<file path="src/rtl/coef_loader_if.sv">
// Byte-stream input and coefficient-memory write port of the coefficient loader.
// The slave modport is the loader; the master modport is the byte source / memory side.
interface coef_loader_if;
   logic [7:0]  rx_data;
   logic        rx_valid;
   logic        rx_ready;
   logic [8:0]  addressW;
   logic [35:0] datain;
   logic        we;
   logic        busy;
   logic        load_done;
   logic        csum_err;
   logic        timeout_err;
   logic [8:0]  words_loaded;

   modport master (
      output rx_data,
      output rx_valid,
      input  rx_ready,
      input  addressW,
      input  datain,
      input  we,
      input  busy,
      input  load_done,
      input  csum_err,
      input  timeout_err,
      input  words_loaded
   );

   modport slave (
      input  rx_data,
      input  rx_valid,
      output rx_ready,
      output addressW,
      output datain,
      output we,
      output busy,
      output load_done,
      output csum_err,
      output timeout_err,
      output words_loaded
   );
endinterface

</file>
<file path="src/rtl/coef_loader.sv">
// Framed byte-stream receiver that assembles 36-bit coefficient words and writes them
// into the coefficient memory bank at consecutive addresses.
module coef_loader #(
   parameter logic [7:0] SYNC_BYTE      = 8'hA5,
   parameter int         TIMEOUT_CYCLES = 50000
) (
   input  logic          clock,
   input  logic          reset_n,
   coef_loader_if.slave  bus
);

   localparam int             CntW    = $clog2(TIMEOUT_CYCLES);
   localparam logic [CntW-1:0] CntLast = CntW'(TIMEOUT_CYCLES - 1);

   typedef enum logic [2:0] {
      IDLE,
      ADDR_HI,
      ADDR_LO,
      COUNT,
      DATA,
      CSUM
   } stateT;

   stateT            state;
   logic             rxReadyQ;
   logic             addrHi;
   logic [8:0]       nextAddr;
   logic [7:0]       wordsLeft;
   logic [2:0]       byteIdx;
   logic [27:0]      wordAcc;
   logic [7:0]       accum;
   logic [CntW-1:0]  idleCnt;
   logic [8:0]       addrQ;
   logic [35:0]      dataQ;
   logic             weQ;
   logic             loadDoneQ;
   logic             csumErrQ;
   logic             timeoutErrQ;
   logic [8:0]       wordsQ;
   logic             accept;

   assign accept = bus.rx_valid && rxReadyQ;

   // wordAcc collects the upper 28 bits of a word; the fifth byte completes it straight into dataQ.
   always_ff @(posedge clock) begin
      if (!reset_n) begin
         state       <= IDLE;
         rxReadyQ    <= 1'b0;
         addrHi      <= 1'b0;
         nextAddr    <= '0;
         wordsLeft   <= '0;
         byteIdx     <= '0;
         wordAcc     <= '0;
         accum       <= '0;
         idleCnt     <= '0;
         addrQ       <= '0;
         dataQ       <= '0;
         weQ         <= 1'b0;
         loadDoneQ   <= 1'b0;
         csumErrQ    <= 1'b0;
         timeoutErrQ <= 1'b0;
         wordsQ      <= '0;
      end else begin
         rxReadyQ    <= 1'b1;
         weQ         <= 1'b0;
         loadDoneQ   <= 1'b0;
         csumErrQ    <= 1'b0;
         timeoutErrQ <= 1'b0;
         if (accept) begin
            idleCnt <= '0;
            unique case (state)
               IDLE: begin
                  if (bus.rx_data == SYNC_BYTE) begin
                     state  <= ADDR_HI;
                     wordsQ <= '0;
                     accum  <= '0;
                  end
               end
               ADDR_HI: begin
                  addrHi <= bus.rx_data[0];
                  accum  <= accum + bus.rx_data;
                  state  <= ADDR_LO;
               end
               ADDR_LO: begin
                  nextAddr <= {addrHi, bus.rx_data};
                  accum    <= accum + bus.rx_data;
                  state    <= COUNT;
               end
               COUNT: begin
                  wordsLeft <= bus.rx_data;
                  byteIdx   <= '0;
                  accum     <= accum + bus.rx_data;
                  state     <= DATA;
               end
               DATA: begin
                  accum <= accum + bus.rx_data;
                  if (byteIdx == 3'd4) begin
                     weQ      <= 1'b1;
                     addrQ    <= nextAddr;
                     dataQ    <= {wordAcc, bus.rx_data};
                     nextAddr <= nextAddr + 9'd1;
                     wordsQ   <= wordsQ + 9'd1;
                     byteIdx  <= '0;
                     if (wordsLeft == 8'd0) begin
                        state <= CSUM;
                     end else begin
                        wordsLeft <= wordsLeft - 8'd1;
                     end
                  end else begin
                     byteIdx <= byteIdx + 3'd1;
                     if (byteIdx == 3'd0) begin
                        wordAcc <= {24'd0, bus.rx_data[3:0]};
                     end else begin
                        wordAcc <= {wordAcc[19:0], bus.rx_data};
                     end
                  end
               end
               CSUM: begin
                  loadDoneQ <= 1'b1;
                  csumErrQ  <= (bus.rx_data != accum);
                  state     <= IDLE;
               end
               default: state <= IDLE;
            endcase
         end else if (state != IDLE) begin
            if (idleCnt == CntLast) begin
               timeoutErrQ <= 1'b1;
               idleCnt     <= '0;
               state       <= IDLE;
            end else begin
               idleCnt <= idleCnt + CntW'(1);
            end
         end
      end
   end

   assign bus.rx_ready     = rxReadyQ;
   assign bus.addressW     = addrQ;
   assign bus.datain       = dataQ;
   assign bus.we           = weQ;
   assign bus.busy         = (state != IDLE);
   assign bus.load_done    = loadDoneQ;
   assign bus.csum_err     = csumErrQ;
   assign bus.timeout_err  = timeoutErrQ;
   assign bus.words_loaded = wordsQ;

endmodule
</file>
<file path="src/flat_wrapper.sv">
// flat-port wrapper written by rule: the top's interface ports become plain ports
module coef_loader_flat 
#(
   parameter logic [7:0] SYNC_BYTE      = 8'hA5,
   parameter int         TIMEOUT_CYCLES = 50000
)
  (clock, reset_n, bus_rx_data, bus_rx_valid, bus_rx_ready, bus_addressW, bus_datain, bus_we, bus_busy, bus_load_done, bus_csum_err, bus_timeout_err, bus_words_loaded);
  coef_loader_if bus_i ();
  input  logic clock;
  input  logic reset_n;
  input wire logic [$bits(bus_i.rx_data)-1:0] bus_rx_data;
  input wire logic [$bits(bus_i.rx_valid)-1:0] bus_rx_valid;
  output wire logic [$bits(bus_i.rx_ready)-1:0] bus_rx_ready;
  output wire logic [$bits(bus_i.addressW)-1:0] bus_addressW;
  output wire logic [$bits(bus_i.datain)-1:0] bus_datain;
  output wire logic [$bits(bus_i.we)-1:0] bus_we;
  output wire logic [$bits(bus_i.busy)-1:0] bus_busy;
  output wire logic [$bits(bus_i.load_done)-1:0] bus_load_done;
  output wire logic [$bits(bus_i.csum_err)-1:0] bus_csum_err;
  output wire logic [$bits(bus_i.timeout_err)-1:0] bus_timeout_err;
  output wire logic [$bits(bus_i.words_loaded)-1:0] bus_words_loaded;
  assign bus_i.rx_data = bus_rx_data;
  assign bus_i.rx_valid = bus_rx_valid;
  assign bus_rx_ready = bus_i.rx_ready;
  assign bus_addressW = bus_i.addressW;
  assign bus_datain = bus_i.datain;
  assign bus_we = bus_i.we;
  assign bus_busy = bus_i.busy;
  assign bus_load_done = bus_i.load_done;
  assign bus_csum_err = bus_i.csum_err;
  assign bus_timeout_err = bus_i.timeout_err;
  assign bus_words_loaded = bus_i.words_loaded;
  coef_loader #(.SYNC_BYTE(SYNC_BYTE), .TIMEOUT_CYCLES(TIMEOUT_CYCLES)) u_core (.clock(clock), .reset_n(reset_n), .bus(bus_i));
endmodule
</file>
<file path="config.mk">
export PLATFORM = sky130hd
export DESIGN_NAME = coef_loader_flat
export DESIGN_NICKNAME = d
export VERILOG_FILES = /design/src/rtl/coef_loader_if.sv /design/src/rtl/coef_loader.sv /design/src/flat_wrapper.sv
export SDC_FILE = /design/constraint.sdc
export NUM_CORES = 1
export LEC_CHECK = 0
export BUFFER_PORTS_ARGS = -buffer_cell sky130_fd_sc_hd__buf_2
export CORE_UTILIZATION = 45
export CTS_BUF_LIST = sky130_fd_sc_hd__clkbuf_4 sky130_fd_sc_hd__clkbuf_8
export DETAILED_ROUTE_END_ITERATION = 7
export PLACE_DENSITY_LB_ADDON = 0.12
export SYNTH_ARGS = -nofsm -noshare
export SYNTH_HDL_FRONTEND = slang
export SYNTH_SLANG_ARGS = --single-unit
</file>
<file path="constraint.sdc">
create_clock -name clock -period 4.94 [get_ports clock]
set_clock_uncertainty 0.1 [all_clocks]
set_input_delay 1.235 -clock clock [delete_from_list [all_inputs] [get_ports clock]]
set_output_delay 1.235 -clock clock [all_outputs]
set_load 0.03 [all_outputs]
</file>
==> results of run 1 <==
-- layout make-up --
| type | count | area share [%] |
|---|---|---|
| timing repair buffer | 74 | 5.50 |
| sequential | 135 | 39.1 |
| inverter | 12 | 0.651 |
| clock inverter | 11 | 1.79 |
| tap | 176 | 3.18 |
| multi-input combinational | 550 | 45.8 |
| clock buffer | 20 | 3.98 |
-- cell families (layout without fill, tap and decap cells) --
logic type,after synthesis,count (layout),synth area share (%)
flops,135,135,44.2
simple gates,333,333,27.5
mux,4,4,0.655
fa+ha+maj,15,15,3.19
compound gates,170,170,16.2
xor+xnor,28,28,4.01
buf+inv,57,117,4.14
-- layout by cell type, fill, tap and decap left out, types with 3 or more instances in the layout --
master      Yosys  final
nand2_1       136    136
dfxtp_1       135    135
a21oi_1       103    103
nor2_1         77     76
buf_2          13     70
nand3_1        27     26
nor3b_2        22     22
o21ai_0        20     20
clkbuf_8        0     20
xnor2_1        17     17
nor3_1         16     16
ha_1           14     14
inv_1          11     11
xor2_1         11     11
nand2b_1        8      8
nor4_1          7      7
and2_1          6      6
nand4_1         6      6
or3_1           6      5
a22oi_1         5      5
and3_1          4      4
a21o_1          4      4
mux2i_1         4      4
buf_4           0      4
nor3b_1         3      3
a211o_1         3      3
o211ai_1        3      3
a31oi_1         3      3
and4_1          3      3
o21ai_1         3      3
o21a_1          3      3
clkinvlp_4      0      3
clkinv_2        0      3
-- per-stage QoR --
step                      utilization [%]  instances  setup slack (ns)  hold WS [ns]  area, sq um
after global placement               49.2        947              1.59         0.340         6520
after detailed placement             49.2        947              1.54         0.346         6520
after global routing                 52.2        978              1.23         0.373         6920
after CTS                            52.2        978              1.45         0.357         6920
after floorplan                         -        742              1.91         0.332         6110
final                                52.2        978              1.47         0.352         6920
-- worst paths after layout --
check | start | to | slack (ns)
worst min register to register | u_core.bus.datain[10] | u_core.bus.datain[10] | 0.35
worst min-delay path | u_core.bus.datain[10] | u_core.bus.datain[10] | 0.35
worst max-delay path | u_core.state[2] | bus_busy | 1.47
worst max register to register | u_core.state[2] | u_core.wordAcc[4] | 1.72
-- power groups by stage --
stage / sequential [W] / clock (W) / combinational [W]
after floorplan: 0.00111 / 0 / 0.0000380
after global placement: 0.00111 / 0 / 0.0000602
after detailed placement: 0.00111 / 0 / 0.0000613
after CTS: 0.00109 / 0.000935 / 0.0000613
after global routing: 0.00109 / 0.000986 / 0.0000665
final: 0.00109 / 0.000918 / 0.0000611
-- critical path, cell delays in order, from the launching register on --
cell and delay (ns):
dfxtp_1 0.46, nor3_1 0.53, inv_1 0.40, buf_2 0.29
-- synthesized netlist by cell type, types with 3 or more instances --
cell type | n | area share [%]
nand2b_1 | 8 | 0.82
or3_1 | 6 | 0.61
and2_1 | 6 | 0.61
clkbuf_1 | 27 | 1.7
a21oi_1 | 103 | 8.4
xnor2_1 | 17 | 2.4
nor2_1 | 77 | 4.7
a211o_1 | 3 | 0.43
nor3b_2 | 22 | 4.5
buf_2 | 13 | 1.1
a31oi_1 | 3 | 0.31
nor4_1 | 7 | 0.72
and3_1 | 4 | 0.41
inv_1 | 11 | 0.68
o21ai_1 | 3 | 0.25
buf_6 | 3 | 0.55
o21a_1 | 3 | 0.37
xor2_1 | 11 | 1.6
nand4_1 | 6 | 0.61
and4_1 | 3 | 0.43
nor3_1 | 16 | 1.3
nand2_1 | 136 | 8.4
o21ai_0 | 20 | 1.6
a21o_1 | 4 | 0.49
nor3b_1 | 3 | 0.37
a22oi_1 | 5 | 0.61
dfxtp_1 | 135 | 44
o211ai_1 | 3 | 0.37
ha_1 | 14 | 2.9
nand3_1 | 27 | 2.2
mux2i_1 | 4 | 0.66
-- routing by layer --
metal	track usage [%]	part of all wire, %
met5	0	0
met4	7.91	1.6
met3	4.49	4.0
met2	33.5	45
met1	29.3	49
-- state kept, by name (all words and copies together), names as in the netlist --
register / count
u_core.wordAcc: 28
u_core.bus.timeout_err: 1
u_core.bus.we: 1
u_core.nextAddr: 9
u_core.state: 3
u_core.bus.words_loaded: 9
u_core.wordsLeft: 8
u_core.bus.datain: 36
u_core.byteIdx: 3
u_core.idleCnt: 16
u_core.bus.load_done: 1
u_core.addrHi: 1
u_core.bus.csum_err: 1
u_core.bus.addressW: 9
u_core.bus.rx_ready: 1
u_core.accum: 8
==> flow_summary.json, run 1 <==
{
  "hold_violations": 0,
  "status": "complete, no violations",
  "min_path_type": "reg -> reg",
  "grt_pass1_vias": 4976,
  "synth.distinct_cells": 60,
  "root_buffer": "clkbuf_8",
  "cts_tree": "yes",
  "nFillCells": 1339,
  "reg2reg_depth": 5,
  "core_sq_um": 13200,
  "cellLeakagePower_nw": 2.53,
  "setup_tns_ns": 0,
  "dr.pass1.iters": 5,
  "clk_latency_ns": 0.45,
  "grt_pass1_wl_microns": 24300,
  "drc": 0,
  "vias_per_cell": 5.45,
  "grt_usage_pct": 21.5,
  "die_area_sq_um": 14000,
  "antenna_found_initial": 0,
  "yosys_register_bits": 135,
  "routedWlPerCell_microns": 14.9,
  "area_growth_pct": 13.2,
  "vias": 5327,
  "p_seq_share_pct": 52.7,
  "multi_input_area_sq_um": 3170,
  "layout.nets": 816,
  "intPower_w": 0.00159,
  "ctsLongestPathBuffers": 2,
  "netlist_instances": 742,
  "synth-seq-area-share_pct": 44.2,
  "ant_nets": 0,
  "cts.sinks": 135,
  "port_buffers": 70,
  "fin_crit_ns": 3.47,
  "critPathKind": "reg -> out",
  "first_iter_violations": 356,
  "worstPathArrival_ns": 2.13,
  "die_width_microns": 119,
  "pwr_density_cell_nw_per_um2": 299,
  "grt.overflow.total": 0,
  "hold_buffers": 0,
  "swShare_pct": 23.1,
  "initial_core_util_pct": 46.1,
  "grt_max_degree": 53,
  "ios": 71,
  "syn_area_per_cell_sq_um": 8.24,
  "worst_setup_hold_path_clk_slew_ns": 0.07,
  "fmax_ghz": 0.288,
  "max_slew_margin_pct": 25.1,
  "drive_gt1_share_pct": 16.8,
  "worstMarginPinSlew_ns": 1.12,
  "yosys_most_used_dff": "dfxtp_1",
  "synthArstFlopShare_pct": 0,
  "post-dp-hpwl_microns": 9670,
  "required_ns": 3.61,
  "syn-num-nets": 768,
  "cts_buffers": 17,
  "setup_viol": 0,
  "whs_path_depth": 2,
  "combPwrFrac_pct": 3.0,
  "die_h_microns": 119,
  "cts_resized": 0,
  "power_w": 0.00207,
  "p_clk_share_pct": 44.4,
  "start_kind": "flip-flop",
  "cap_violations": 0,
  "cp_max_fo": 15,
  "h-tree-depth": 4,
  "switching_power_w": 0.000478,
  "ir_worst_vdd_v": 0.000153,
  "drv_slew": 0,
  "end_kind": "output port",
  "gp_congestion": 0.854,
  "synth_area_sq_um": 6110,
  "fin_crit_sh_pct": 70.2,
  "seqCellArea_sq_um": 2700,
  "rsz0062_at_grt": "no",
  "drt-total-wl_microns": 14500,
  "antenna_cells": 0,
  "rows": 42,
  "cts_setup_buffers": 0,
  "synth-edff-count": 0,
  "yosys_warnings": 0
}
No activity file was read; power rests on OpenSTA's default activity.
==> run 2, diff against run 1 <==
==> constraint.sdc (replaced) <==
create_clock -name clock -period 3.1 [get_ports clock]
set_clock_uncertainty 0.1 [all_clocks]
set_input_delay 0.775 -clock clock [delete_from_list [all_inputs] [get_ports clock]]
set_output_delay 0.775 -clock clock [all_outputs]
set_load 0.03 [all_outputs]
==> flow_summary.json, run 2 (same netlist as run 1, synthesis figures left out) <==
{
  "layoutNonFillerInstCount": 991,
  "h-tree-depth": 4,
  "drt-total-wl_microns": 14700,
  "ios": 71,
  "worstMarginPinSlew_ns": 0.970,
  "reg2reg_depth": 5,
  "die_h_microns": 119,
  "vias": 5316,
  "status": "complete, no violations",
  "crit_family": "compound AO/OA/AOI/OAI gates",
  "grt_pass1_vias": 4952,
  "gp_congestion": 0.840,
  "post-dp-hpwl_microns": 9940,
  "pwr_density_cell_nw_per_um2": 467,
  "drive_gt1_share_pct": 18.2,
  "port_buffers": 70,
  "ir_worst_vdd_v": 0.000257,
  "antenna_cells": 0,
  "path_cells": "or3b_1 -> o21ai_2 -> o21bai_1 -> o21ai_0 -> o311a_1",
  "hold_violations": 0,
  "clk_latency_ns": 0.44,
  "whs_path_depth": 2,
  "start_kind": "flip-flop",
  "dr.pass1.iters": 5,
  "final_common_cell": "nand2_1",
  "worstPathArrival_ns": 2.76,
  "antenna_found_initial": 0,
  "layout_common_cells": "136 x nand2_1, 135 x dfxtp_1, 103 x a21oi_1, 76 x nor2_1, 70 x buf_2",
  "power_w": 0.00328,
  "core_sq_um": 13200,
  "final_core_util_pct": 53.1,
  "cts_resized": 0,
  "layout.nets": 828,
  "r2r_slack_ns": 0.57,
  "max_slew_margin_pct": 35.2,
  "ctsLongestPathBuffers": 2,
  "fmax_ghz": 0.395,
  "die_width_microns": 119,
  "grt_usage_pct": 21.6,
  "slowest_stage": "dfxtp_1",
  "root_buffer": "clkbuf_8",
  "ant_nets": 0,
  "vias_per_cell": 5.36,
  "slowest_delay_ns": 0.61,
  "min_path_type": "reg -> reg",
  "initial_core_util_pct": 46.1,
  "reg2reg_to": "u_core.wordsLeft[0]",
  "cts.sinks": 135,
  "drv_slew": 0,
  "cts_tree": "yes",
  "reg2reg_from": "u_core.state[2]",
  "required_ns": 3.33,
  "end_kind": "flip-flop",
  "grt_max_degree": 53,
  "setup_viol": 0,
  "cellLeakagePower_nw": 2.60,
  "cts_setup_buffers": 0,
  "grt.overflow.total": 0,
  "cp_num_buf_inv": 0,
  "critPathKind": "reg -> reg",
  "die_area_sq_um": 14000,
  "fin_crit_ns": 2.53,
  "fin_crit_sh_pct": 81.7,
  "rsz0062_at_grt": "no",
  "first_iter_violations": 326,
  "worst_setup_hold_path_clk_slew_ns": 0.08,
  "dp_cells": 959,
  "worstHoldStart": "u_core.bus.datain[6]",
  "area_growth_pct": 15.1,
  "cap_violations": 0,
  "setup_tns_ns": 0,
  "cts_buffers": 17,
  "routedWlPerCell_microns": 14.9,
  "hold_buffers": 0,
  "largest_register_ff_count": 36,
  "cp_max_fo": 15,
  "drc": 0,
  "hold_end": "u_core.bus.datain[6]",
  "rows": 42,
  "grt_pass1_wl_microns": 24200
}
==> run 2: stage by stage <==
step / hold slack, ns / setup slack [ns] / instance area, sq um
2_1_floorplan: 0.332 / 0.527 / 6110
3_3_place_gp: 0.340 / 0.259 / 6650
3_5_place_dp: 0.345 / 0.230 / 6650
4_1_cts: 0.355 / 0.625 / 7030
5_1_grt: 0.369 / 0.424 / 7030
6_report: 0.353 / 0.566 / 7030
==> run 2: routing by layer <==
metal,vias up,track usage (%),wire [microns]
met4,0,9.57,293
met5,-,0,0
met1,2461,28.7,7070
met3,22,4.68,797
met2,140,33.5,6570
li1,2693,-,-
==> run 2: cell type report <==
type                    instances  area, sq um
clock buffers                  20          263
flip-flops and latches        135         2700
repair buffers                 86          508
inverters                      12         45.0
fillers                      1292         6210
well taps                     176          220
multi-input cells             550         3170
clock inverters                12          126
==> run 2: where the power goes <==
part | internal (W) | leakage, nW | switching, W
Clock | 0.000750 | 0.199 | 0.000695
Combinational | 0.0000292 | 1.32 | 0.0000736
Sequential | 0.00173 | 1.09 | 0.000000786
Total | 0.00251 | 2.60 | 0.000769
==> run 2: worst max path at each step <==
stage	startpoint	to	slack, ns	depth (start not counted)
after CTS	u_core.state[0]	bus_busy	0.62	4
after detailed placement	bus_rx_data[3]	u_core.accum[7]	0.23	7
after global placement	bus_rx_data[3]	u_core.accum[7]	0.26	7
final	u_core.state[2]	u_core.wordsLeft[0]	0.57	5
after floorplan	bus_rx_data[3]	u_core.accum[7]	0.53	6
after global routing	u_core.wordsLeft[2]	u_core.wordsLeft[0]	0.42	5
==> run 2: worst register-to-register path: cells and delay by family (launching register included) <==
family,cells,cell delay [ns]
flops,1,0.61
simple gates,1,0.50
compound gates,4,1.21
==> run 3, diff against run 2 <==
--- a/config.mk
+++ b/config.mk
@@ -5,6 +5,7 @@
 export SDC_FILE = /design/constraint.sdc
 export NUM_CORES = 1
 export LEC_CHECK = 0
+export ABC_AREA = 1
 export BUFFER_PORTS_ARGS = -buffer_cell sky130_fd_sc_hd__buf_2
 export CORE_UTILIZATION = 45
 export CTS_BUF_LIST = sky130_fd_sc_hd__clkbuf_4 sky130_fd_sc_hd__clkbuf_8
==> constraint.sdc (replaced) <==
create_clock -name clock -period 2.3 [get_ports clock]
set_clock_uncertainty 0.1 [all_clocks]
set_input_delay 0.575 -clock clock [delete_from_list [all_inputs] [get_ports clock]]
set_output_delay 0.575 -clock clock [all_outputs]
set_load 0.03 [all_outputs]
==> flow_summary.json, run 3 <==
{
  "antenna_cells": 0,
  "cp_max_fo": 6,
  "worstHoldStart": "bus_rx_data[0]",
  "gp_congestion": 0.844,
  "yosys_warnings": 0,
  "required_ns": 1.62,
  "final_core_util_pct": 53.3,
  "ctsLongestPathBuffers": 2,
  "first_iter_violations": 353,
  "fmax_ghz": 0.481,
  "rows": 42,
  "dpl-instance-area_sq_um": 6690,
  "setup_viol": 0,
  "yosysMostFrequentCell": "nor2_1",
  "synth-edff-count": 0,
  "synth_area_sq_um": 6180,
  "worst_setup_hold_path_clk_slew_ns": 0.07,
  "area_growth_pct": 14.8,
  "synth.largest_area_cell": "dfxtp_1",
  "hold_end": "u_core.wordAcc[0]",
  "drive_gt1_share_pct": 15.0,
  "max_slew_margin_pct": 51.3,
  "rsz0062_at_grt": "no",
  "antenna_found_initial": 0,
  "seqCellArea_sq_um": 2700,
  "syn-num-nets": 890,
  "fin_crit_ns": 2.08,
  "root_buffer": "clkbuf_8",
  "hold_violations": 0,
  "cts.sinks": 135,
  "cts_resized": 0,
  "min_path_type": "in -> reg",
  "cellLeakagePower_nw": 3.09,
  "cts_setup_buffers": 0,
  "grt_pass1_wl_microns": 24200,
  "netlist_instances": 864,
  "nFillCells": 1380,
  "r2r_slack_ns": 0.36,
  "post-route-cell-area_sq_um": 7090,
  "hold_ws_ns": 0.345,
  "reg2reg_from": "u_core.byteIdx[0]",
  "core_sq_um": 13300,
  "drv_slew": 0,
  "vias": 5563,
  "layout.nets": 958,
  "cts_tree": "yes",
  "ant_nets": 0,
  "layout_common_cells": "168 x nor2_1, 145 x nand2_1, 135 x dfxtp_1, 90 x a21oi_1, 80 x o21ai_0",
  "dr.pass1.iters": 4,
  "largest_register_ff_count": 36,
  "reg2reg_depth": 9,
  "grt.overflow.total": 0,
  "hold_buffers": 0,
  "die_width_microns": 119,
  "h-tree-depth": 4,
  "synth.distinct_cells": 39,
  "multi_input_area_sq_um": 2990,
  "fin_crit_sh_pct": 90.5,
  "worstPathArrival_ns": 1.41,
  "syn_area_per_cell_sq_um": 7.15,
  "cap_violations": 0,
  "drc": 0,
  "critPathKind": "reg -> out",
  "whs_path_depth": 3,
  "clk_latency_ns": 0.45,
  "setup_tns_ns": 0,
  "ir_worst_vdd_v": 0.000358,
  "pwr_density_cell_nw_per_um2": 633,
  "reg2reg_to": "u_core.bus.datain[7]",
  "status": "complete, no violations",
  "start_kind": "flip-flop",
  "end_kind": "output port",
  "yosysTopAreaCellShare_pct": 43.8,
  "grt_usage_pct": 21.6,
  "die_h_microns": 119,
  "final_common_cell": "nor2_1",
  "drt-total-wl_microns": 14700,
  "ys_top_cells_by_area": "dfxtp_1 44%, nor2_1 10%, nand2_1 8.8%",
  "yosys_most_used_dff": "dfxtp_1",
  "initial_core_util_pct": 46.5,
  "ios": 71,
  "synthArstFlopShare_pct": 0,
  "grt_pass1_vias": 4839,
  "routedWlPerCell_microns": 13.1,
  "port_buffers": 70,
  "synthTopCellsByCount": "168 x nor2_1, 145 x nand2_1, 135 x dfxtp_1",
  "synth-seq-area-share_pct": 43.8,
  "yosys_register_bits": 135,
  "worstMarginPinSlew_ns": 0.728,
  "power_w": 0.00449,
  "post-dp-hpwl_microns": 10100,
  "cts_buffers": 17,
  "grt_max_degree": 74,
  "die_area_sq_um": 14200,
  "vias_per_cell": 4.96
}
[run 3: critical path, stage by stage (launching register included)]
cell	delay (ns)
dfxtp_1	0.50
inv_2	0.12
nand2_2	0.13
buf_2	0.21
[run 3: how the worst max path moves through the flow]
stage | slack [ns] | from | to
after floorplan | 0.49 | bus_rx_data[0] | u_core.accum[4]
after global placement | 0.28 | bus_rx_data[0] | u_core.accum[4]
after detailed placement | 0.25 | bus_rx_data[0] | u_core.accum[4]
after CTS | 0.20 | u_core.state[2] | bus_busy
after global routing | 0.13 | u_core.state[2] | bus_busy
final | 0.22 | u_core.state[2] | bus_busy
[run 3: cell families (layout without fill, tap and decap cells)]
family                   Yosys count  count (layout)  share of synthesized area, %
XOR/XNOR                          13              13                          1.84
AO/OA/AOI/OAI                    183             183                          15.3
AND/OR/NAND/NOR                  403             403                          28.0
flip-flops                       135             135                          43.8
adder cells (fa/ha/maj)           15              15                          3.16
buffers and inverters            115             196                          7.90
[run 3: metrics by stage]
step / setup WS [ns] / std cells
global route: 0.134 / 1121
global placement: 0.281 / 1089
detailed placement: 0.253 / 1089
floorplan: 0.489 / 864
finish: 0.219 / 1121
CTS: 0.200 / 1121
[run 3: layer usage]
metal | global-route usage [%] | vias up | part of all wire, %
met5 | 0 | - | 0
met4 | 7.36 | 0 | 0.97
met3 | 5.03 | 10 | 3.3
met2 | 34.2 | 90 | 46
met1 | 28.8 | 2518 | 50
li1 | - | 2945 | -
[run 3: report_power, final]
part,leakage (nW),internal [W],switching [W]
Clock,0.204,0.00106,0.000946
Sequential,1.09,0.00234,0.000000742
Combinational,1.79,0.0000410,0.000103
Total,3.09,0.00344,0.00105
[run 3: final cells by class]
cell class | instances | share of cell area, %
clock inverters | 10 | 1.69
inverters | 83 | 4.50
well taps | 176 | 3.11
repair buffers | 81 | 6.46
multi-input cells | 614 | 42.1
clock buffers | 22 | 4.01
flip-flops and latches | 135 | 38.1
